**src/rtl/counter_4bit.sv**
```systemverilog
// Purpose: WIDTH-bit up/down counter with synchronous parallel load and async active-low clear.
// Latency: Count_out updates one clk edge after Load/Count_en are sampled; reset clears it at once.
// Backpressure: none; the counter has no handshake and every rising edge is accepted.
module counter_4bit #(
    parameter int WIDTH = 4
) (
    input  logic             clk,
    input  logic             nReset,
    input  logic             Load,
    input  logic             Count_en,
    input  logic             Up,
    input  logic [WIDTH-1:0] Count_in,
    output logic [WIDTH-1:0] Count_out
);

    logic [WIDTH-1:0] count_q;
    logic [WIDTH-1:0] count_d;

    // Load beats counting, counting beats hold; wrap-around falls out of the modulo arithmetic.
    always_comb begin
        count_d = count_q;
        if (Load) begin
            count_d = Count_in;
        end else if (Count_en) begin
            if (Up) begin
                count_d = count_q + WIDTH'(1);
            end else begin
                count_d = count_q - WIDTH'(1);
            end
        end
    end

    always_ff @(posedge clk or negedge nReset) begin
        if (!nReset) begin
            count_q <= '0;
        end else begin
            count_q <= count_d;
        end
    end

    assign Count_out = count_q;

endmodule

```
**config.mk**
```make
export PLATFORM = sky130hd
export DESIGN_NAME = counter_4bit
export DESIGN_NICKNAME = d
export VERILOG_FILES = /design/src/rtl/counter_4bit.sv
export SDC_FILE = /design/constraint.sdc
export NUM_CORES = 1
export LEC_CHECK = 0
export ABC_AREA = 1
export BUFFER_PORTS_ARGS = -buffer_cell sky130_fd_sc_hd__buf_2
export CORE_AREA = 2 2 39 41
export CTS_BUF_LIST = sky130_fd_sc_hd__clkbuf_2
export DETAILED_ROUTE_END_ITERATION = 10
export DIE_AREA = 0 0 41 43
export PLACE_DENSITY = 0.51
export REMOVE_ABC_BUFFERS = 1
export SETUP_SLACK_MARGIN = 0.05
export SYNTH_ARGS = -nofsm -noshare
export SYNTH_HDL_FRONTEND = slang
export SYNTH_SLANG_ARGS = --single-unit
```
**constraint.sdc**
```tcl
create_clock -name clk -period 1.3 [get_ports clk]
set_input_delay 0.065 -clock clk [delete_from_list [all_inputs] [get_ports clk]]
set_output_delay 0.065 -clock clk [all_outputs]
set_load 0.01 [all_outputs]
```
==> reports/results.txt, run 1 <==
Detail Route Antenna Nets - 0
Syn avg cell area - 7.609 um2
First-pass DRT Iterations - 2
Switching power - 0.1427 mW
Max-Slew Margin vs Limit - 79.83%
H-tree levels - 1
Fin crit share - 87.11%
Core Region - 0.001384 mm2
Layout Skew - 0.003710 ns
Full die area - 0.001763 mm2
Post-synthesis simple-gate area fraction - 25.78%
Sink Count - 4
Filler Cell Count - 160
Largest net degree at the start of global routing - 7
Area of the multi-input gates - 171.4 um2
Worst-case vdd ir drop - 299.7 uV
Sequential power share - 38.3%
CTS tree - built
Initial antenna violation count - 0
Synth Area in Adders - 16.00%
Min Hold Slack - 0.09652 ns
Post-Synth XOR/XNOR Area - 0%
Diodes inserted - 0
Critical Path Fanout Max - 4
Logic pwr share - 34.6%
Total CTS buffers - 3
Synthesized area - 281.5 um2
Internal power - 0.2729 mW
Slew @ Worst Pin - 0.3014 ns
RePlAce Congestion - 0.7097
Power Dens Cells - 1022 mW/mm2
Clock slew at reported path FFs - 0.05 ns
YS warnings - 0
Final Non-Filler Cells - 70
Final setup vio count - 0
I/O pin count - 13
Chip Width - 41 um
Final net count - 68
Top cells by area, synth - dfrtp_1, nand2_1, ha_1
Starting Density - 20.34%
IO Port Bufs - 12
Compound-cell area share of the yosys netlist - 14.67%
Setup CP Type - reg -> reg
Post-synth top area cell - dfrtp_1
Vias per cell - 4.343
Hold Vio Cnt, Final - 0
Layout cells sized above 1 - 35.19%
Number of distinct library cells after synthesis - 12
DP Cell Count - 66
Placed standard-cell area - 369.1 um2
HPWL after DPL - 542.8 um
Wire per inst - 9.286 um
Unrepaired setup endpoints after global routing - no
Total wire length - 650 um
Share of the synthesized area in the top cell type - 35.56%
Rows - 14
CP Capture Type - register
Fin area - 406.6 um2
Worst Path Arrival - 1.22 ns
Setup TNS - 0 ns
Max reg flops - 4
R2R setup slack - 0.17 ns
Worst-Skew Late Latency - 0.20 ns
Seq. cell area - 100.1 um2
Root Buffer Master - clkbuf_2
Gr ovfl total - 0
Largest family of logic cells by synthesized area - simple AND/OR/NAND/NOR gates
Net Sw Frac - 34.34%
Clock tree buffer depth - 2
Min Tclk post-route - 1.132 ns
Die Ht - 43 um
Post-Syn Instances - 37
Max capacitance violation total - 0
Sequential share of the synthesized area - 35.56%
Iter 0 DRT Violations - 2
Type of origin of the critical path - register
Tightest Hold Check Type - in -> reg
First-pass GRT wire length - 1.028 mm
Fmax - 883.0 MHz
Clock power share - 27.1%
Post-route DRC violation count - 0
Vias - 304
Synth Register Bits - 4
Status - finished, final reports clean
Mux cell area share after synthesis - 0%
Number of global-route vias before repair - 263
GRT Util Overall - 9.192%
Leakage - 0.2273 nW
Final slew viol count - 0
Area grow syn2layout - 44.44%
Required @ worst endpoint - 1.38 ns
## cell type report
type	count	area share (%)
Clock buffer	3	3.692
Tap cell	16	4.923
Timing Repair Buffer	14	19.08
Multi-Input combinational cell	27	42.15
Sequential cell	4	24.62
Inverter	6	5.538
## synthesized netlist by cell type
| cell | instances |
|---|---|
| inv_2 | 1 |
| dfrtp_1 | 4 |
| inv_1 | 5 |
| nor2_1 | 1 |
| a22oi_1 | 2 |
| a21oi_2 | 1 |
| o211ai_1 | 1 |
| nand2_1 | 13 |
| fa_1 | 1 |
| nand3_1 | 4 |
| o21ai_1 | 2 |
| ha_1 | 2 |
## worst paths after layout
check                             startpoint      endpoint  depth (start not counted)
worst max-delay path            Count_out[2]  Count_out[3]                          5
worst max register to register  Count_out[2]  Count_out[3]                          5
worst min-delay path             Count_in[1]  Count_out[1]                          3
min in group asynchronous             nReset  Count_out[1]                          2
worst min register to register  Count_out[3]  Count_out[3]                          2
max in group asynchronous             nReset  Count_out[3]                          2
## worst max-delay path, stage by stage (launching register included)
cell     delay, ns
dfrtp_1       0.41
ha_4          0.24
a21oi_2       0.15
nand3_1       0.08
nand3_1       0.08
nand2_1       0.05
## metrics by stage
stage	utilization (%)	setup WS (ns)	power, mW
floorplan	-	0.09444	0.2393
global placement	26.67	0.1064	0.2964
detailed placement	26.67	0.07807	0.2933
CTS	28.48	0.06562	0.4152
global route	29.39	0.09509	0.4548
finish	29.39	0.1676	0.4156
## routing by layer
metal  GRT usage, %  up-vias  wire (um)
met5              0        -          0
met4          6.000        0          0
met3          4.712        0         41
met2          12.50        7        309
met1          10.82      142        299
li1               -      155          -
## kinds of logic (layout without fill, tap and decap cells)
| family | count (synthesis) | after routing |
|---|---|---|
| adders and majority gates | 3 | 3 |
| and+or+nand+nor | 18 | 18 |
| DFF | 4 | 4 |
| buffers and inverters | 6 | 23 |
| AOI/OAI and AO/OA | 6 | 6 |
## cell usage in the layout, fill, tap and decap left out, types with 2 or more instances in the layout
cell and count:
buf_2 12, inv_1 5, nand3_1 4, o21ai_1 2, dfrtp_1 4, clkbuf_2 3, a22oi_1 2, nand2_1 13
## power groups by stage
stage	clock network, mW	logic (mW)	registers [mW]
after floorplan	0	0.0719	0.167
after global placement	0	0.137	0.159
after detailed placement	0	0.134	0.159
after CTS	0.120	0.138	0.157
after global routing	0.129	0.165	0.161
final	0.112	0.144	0.159
## timing repair
item,in CTS,in global routing
setup endpoints to repair,0,1
buffers inserted,0,0
hold endpoints to repair,4,0
gates resized for setup,0,1
hold buffers,1,0
No activity file was read; power rests on OpenSTA's default activity.
==> run 2: changes to the inputs <==
Settings changed: CTS_BUF_LIST sky130_fd_sc_hd__clkbuf_2 to sky130_fd_sc_hd__clkbuf_4 sky130_fd_sc_hd__clkbuf_8 sky130_fd_sc_hd__clkbuf_16.
==> run 2 against run 1 <==
Power is 10% higher; clock skew is 0.0024 ns lower; critical path type unchanged; worst hold slack worse by 0.029 ns; routed wire length is 0.31% higher; critical endpoint unchanged; flip-flop and latch count stayed put; final area is 1.8% higher; non-clock buffer count stayed put; sequential share of layout area is 0.45 points lower; register-to-register slack hardly changed; setup slack better by 0.0044 ns.
==> reports/results.txt, run 2 (synthesis gave the netlist of run 1 again) <==
Setup TNS - 0 ns
Vias - 303
First-pass DRT Iterations - 2
Critical Path Fanout Max - 4
Hold Vio Cnt, Final - 0
Clock slew at reported path FFs - 0.04 ns
Type of origin of the critical path - register
Root Buffer Master - clkbuf_4
Worst-case vdd ir drop - 301.1 uV
Fmax - 886.5 MHz
Vias per cell - 4.329
Layout cells sized above 1 - 35.19%
Worst-Skew Late Latency - 0.23 ns
Slew @ Worst Pin - 0.3014 ns
Leakage - 0.2287 nW
RePlAce Congestion - 0.7097
Total wire length - 652 um
Detail Route Antenna Nets - 0
Max-Slew Margin vs Limit - 79.83%
WP buf/inv - 0
Iter 0 DRT Violations - 2
Clock tree buffer depth - 2
Power Dens Cells - 1105 mW/mm2
H-tree levels - 1
# Post-CTS Setup Buffers - 0
Most used cell, CP - nand3_1
Initial antenna violation count - 0
Post-route DRC violation count - 0
Max capacitance violation total - 0
Rows - 14
Layout Skew - 0.001326 ns
Filler Cell Count - 157
Max reg flops - 4
Full die area - 0.001763 mm2
Total CTS buffers - 3
IO Port Bufs - 12
CP delay by family, top - flip-flops
Final setup vio count - 0
Final slew viol count - 0
CTS tree - built
Min Tclk post-route - 1.128 ns
Wire per inst - 9.314 um
I/O pin count - 13
Core Region - 0.001384 mm2
Worst Setup SP - Count_out[2]
DP Cell Count - 66
Critical-path cell list - ha_4 -> a21oi_2 -> nand3_1 -> nand3_1 -> nand2_1
Largest net degree at the start of global routing - 7
Slowest cell on the critical path - dfrtp_1
Fin crit share - 86.77%
CP Capture Type - register
Setup CP Type - reg -> reg
Number of global-route vias before repair - 263
Hold_sp - Count_in[1]
Sink Count - 4
Status - finished, final reports clean
Final Non-Filler Cells - 70
Unrepaired setup endpoints after global routing - no
Most frequent cells in the layout - nand2_1, buf_2, inv_1
GRT Util Overall - 9.192%
Chip Width - 41 um
Tightest Hold Check Type - in -> reg
Final net count - 68
Power Total - 0.4578 mW
Diodes inserted - 0
Area grow syn2layout - 47.11%
Die Ht - 43 um
Worst Path Arrival - 1.24 ns
First-pass GRT wire length - 1.028 mm
Starting Density - 20.34%
FF-to-FF Start - Count_out[2]
Required @ worst endpoint - 1.41 ns
HPWL after DPL - 542.8 um
Gr ovfl total - 0
Commonest non-fill, non-tap cell in the layout - nand2_1
Max incr delay on CP - 0.40 ns
-- run 2: what timing repair did --
| action | CTS | global route |
|---|---|---|
| endpoints found under the hold margin | 4 | 0 |
| hold buffers | 1 | 0 |
| setup endpoints to repair | 0 | 1 |
| resized for setup | 0 | 1 |
-- run 2: report_power, final --
| part | switching (mW) | total, mW | internal, mW |
|---|---|---|---|
| combinational | 0.0747 | 0.144 | 0.0692 |
| clock | 0.0512 | 0.154 | 0.103 |
| sequential | 0.0177 | 0.159 | 0.142 |
-- run 2: metrics by stage --
step                      setup WS, ns  area [um2]  utilization, %  hold WS [ns]
after global routing           0.09885       414.1           29.93       0.06862
after floorplan                0.09444       281.5               -       -0.2306
after detailed placement       0.07807       369.1           26.67       -0.1200
after CTS                      0.06809       401.6           29.02       0.06727
after global placement          0.1064       369.1           26.67       -0.1183
final                           0.1719       414.1           29.93       0.06800
-- run 2: path summary, 6_finish.rpt --
path,endpoint,slack (ns),cells after the start
min in group asynchronous,Count_out[1],0.17,2
hold reg to reg,Count_out[3],0.57,2
setup / recovery,Count_out[3],0.17,5
hold / removal,Count_out[1],0.07,3
setup reg to reg,Count_out[3],0.17,5
max in group asynchronous,Count_out[3],1.01,2
-- run 2: worst register-to-register path, delay by kind of cell, from the launching register on --
family	cells	cell delay, ns
DFF	1	0.40
and+or+nand+nor	3	0.22
AOI/OAI and AO/OA	1	0.15
adders and majority gates	1	0.24
-- run 2: cell type report --
type                    count  area (um2)  area share [%]
well taps                  16       20.02           4.834
multi-input cells          27       171.4           41.39
inverters                   6       22.52           5.438
flip-flops and latches      4       100.1           24.17
repair buffers             14       77.57           18.73
clock buffers               3       22.52           5.438
-- run 2: layer usage --
| metal | vias up | share of wire [%] | global-route usage (%) |
|---|---|---|---|
| li1 | 155 | - | - |
| met2 | 7 | 47 | 12.50 |
| met5 | - | 0 | 0 |
| met3 | 0 | 6.3 | 4.712 |
| met4 | 0 | 0 | 6.000 |
| met1 | 141 | 46 | 10.82 |
==> run 3: changes to the inputs <==
==> constraint.sdc (replaced) <==
create_clock -name clk -period 1.3 [get_ports clk]
set_input_delay 0.26 -clock clk [delete_from_list [all_inputs] [get_ports clk]]
set_output_delay 0.26 -clock clk [all_outputs]
set_load 0.01 [all_outputs]
==> run 3 against run 2 <==
Clock-buffer cell count did not move; routed wire length rose by 3.7%; utilization rose by 1.8 points; clock power fell by 5%; die area did not move; final area rose by 6.0%; register-to-register slack got worse by 0.06 ns; power rose by 4.7%; critical path depth did not move; worst hold slack improved by 0.20 ns; critical path type unchanged.
==> reports/results.txt, run 3 (synthesis gave the netlist of run 1 again) <==
RePlAce Congestion - 0.6688
Max incr delay on CP - 0.42 ns
Worst r2r path cells - 5
Final setup vio count - 0
Worst-Skew Late Latency - 0.23 ns
Diodes inserted - 0
Setup TNS - 0 ns
First-pass DRT Iterations - 3
Die Ht - 43 um
Rows - 14
Detail Route Antenna Nets - 0
Total CTS buffers - 3
Vias per cell - 4.143
Area grow syn2layout - 56.00%
Critical Path Fanout Max - 4
Post-route DRC violation count - 0
Total wire length - 676 um
Final net count - 68
GRT Util Overall - 9.312%
Core Region - 0.001384 mm2
Chip Width - 41 um
Critical Path Stages - 5
Hold Path Depth - 3
Type of origin of the critical path - register
Iter 0 DRT Violations - 1
Starting Density - 20.34%
Full die area - 0.001763 mm2
Max capacitance violation total - 0
H-tree levels - 1
Slowest cell on the critical path - dfrtp_1
Commonest non-fill, non-tap cell in the layout - nand2_1
I/O pin count - 13
WP buf/inv - 0
Gr ovfl total - 0
Fin worst setup slack - 0.1155 ns
Required @ worst endpoint - 1.41 ns
Root Buffer Master - clkbuf_4
First-pass GRT wire length - 1.062 mm
Slew @ Worst Pin - 0.2627 ns
Fin crit share - 91.12%
Most frequent cells in the layout - nand2_1, buf_2, inv_1
Clock slew at reported path FFs - 0.03 ns
Setup CP Type - reg -> reg
Min Tclk post-route - 1.185 ns
Power Total - 0.4794 mW
Largest net degree at the start of global routing - 7
CTS tree - built
Max reg flops - 4
Hold Vio Cnt, Final - 0
Status - finished, final reports clean
Clock tree buffer depth - 2
Unrepaired setup endpoints after global routing - no
Fmax - 844.2 MHz
Initial antenna violation count - 0
DP Cell Count - 66
Vias - 290
Final slew viol count - 0
IO Port Bufs - 12
Final Non-Filler Cells - 70
Wire per inst - 9.657 um
CP Capture Type - register
Layout Skew - 0.001754 ns
Leakage - 0.2337 nW
Max-Slew Margin vs Limit - 82.42%
Worst Path Arrival - 1.29 ns
CP delay by family, top - flip-flops
Sink Count - 4
Pre-CTS setup slack - -0.02254 ns
Worst-case vdd ir drop - 429.5 uV
Placed standard-cell area - 369.1 um2
Number of global-route vias before repair - 291
Layout cells sized above 1 - 38.89%
Power Dens Cells - 1092 mW/mm2
Fin area - 439.2 um2
Critical-path cell list - ha_4 -> a21oi_4 -> nand3_2 -> nand3_1 -> nand2_1
Tightest Hold Check Type - in -> reg
==> run 3: cell counts in the layout (fill, tap and decap cells not counted) <==
Identical to the previous run, type by type.
==> run 3: timing repair <==
| action | CTS | global route |
|---|---|---|
| resized for setup | 1 | 4 |
| endpoints found under the hold margin | 4 | 0 |
| hold buffers | 1 | 0 |
| buffers inserted | 0 | 0 |
| setup endpoints to repair | 1 | 1 |
| pin swaps | 0 | 3 |
==> run 3: stage by stage <==
| stage | hold slack (ns) | util (%) |
|---|---|---|
| final | 0.2645 | 31.74 |
| after global routing | 0.2753 | 31.74 |
| after floorplan | -0.03559 | - |
| after global placement | 0.06787 | 26.67 |
| after CTS | 0.2650 | 29.93 |
| after detailed placement | 0.06615 | 26.67 |
==> run 3: tightest hold or removal path, delay by kind of cell <==
family,cells,cell delay (ns)
buffers and inverters,1,0.08
and+or+nand+nor,2,0.11
==> run 3: per-layer routing <==
layer	vias up	track usage [%]	part of all wire, %
li1	154	-	-
met4	0	8.000	0
met1	129	11.22	40
met3	0	1.571	4.9
met2	7	13.44	55
met5	-	0	0
==> run 3: final timing paths <==
| kind | endpoint | startpoint | slack (ns) |
|---|---|---|---|
| max reg2reg | Count_out[3] | Count_out[2] | 0.12 |
| min | Count_out[1] | Count_in[1] | 0.26 |
| min reg2reg | Count_out[3] | Count_out[3] | 0.58 |
| min in group asynchronous | Count_out[3] | nReset | 0.36 |
| max | Count_out[3] | Count_out[2] | 0.12 |
| max in group asynchronous | Count_out[2] | nReset | 0.83 |
==> run 3: layout make-up <==
class                      count  area (um2)
sequential                     4       100.1
tap                           16       20.02
inverter                       6       22.52
clock buffer                   3       22.52
timing repair buffer          14       77.57
multi-input combinational     27       196.4
fill                         165       944.7
==> run 3: power breakdown <==
part           internal (mW)  switching, mW
Combinational         0.0816         0.0903
Sequential             0.142         0.0197
Clock                  0.103         0.0433
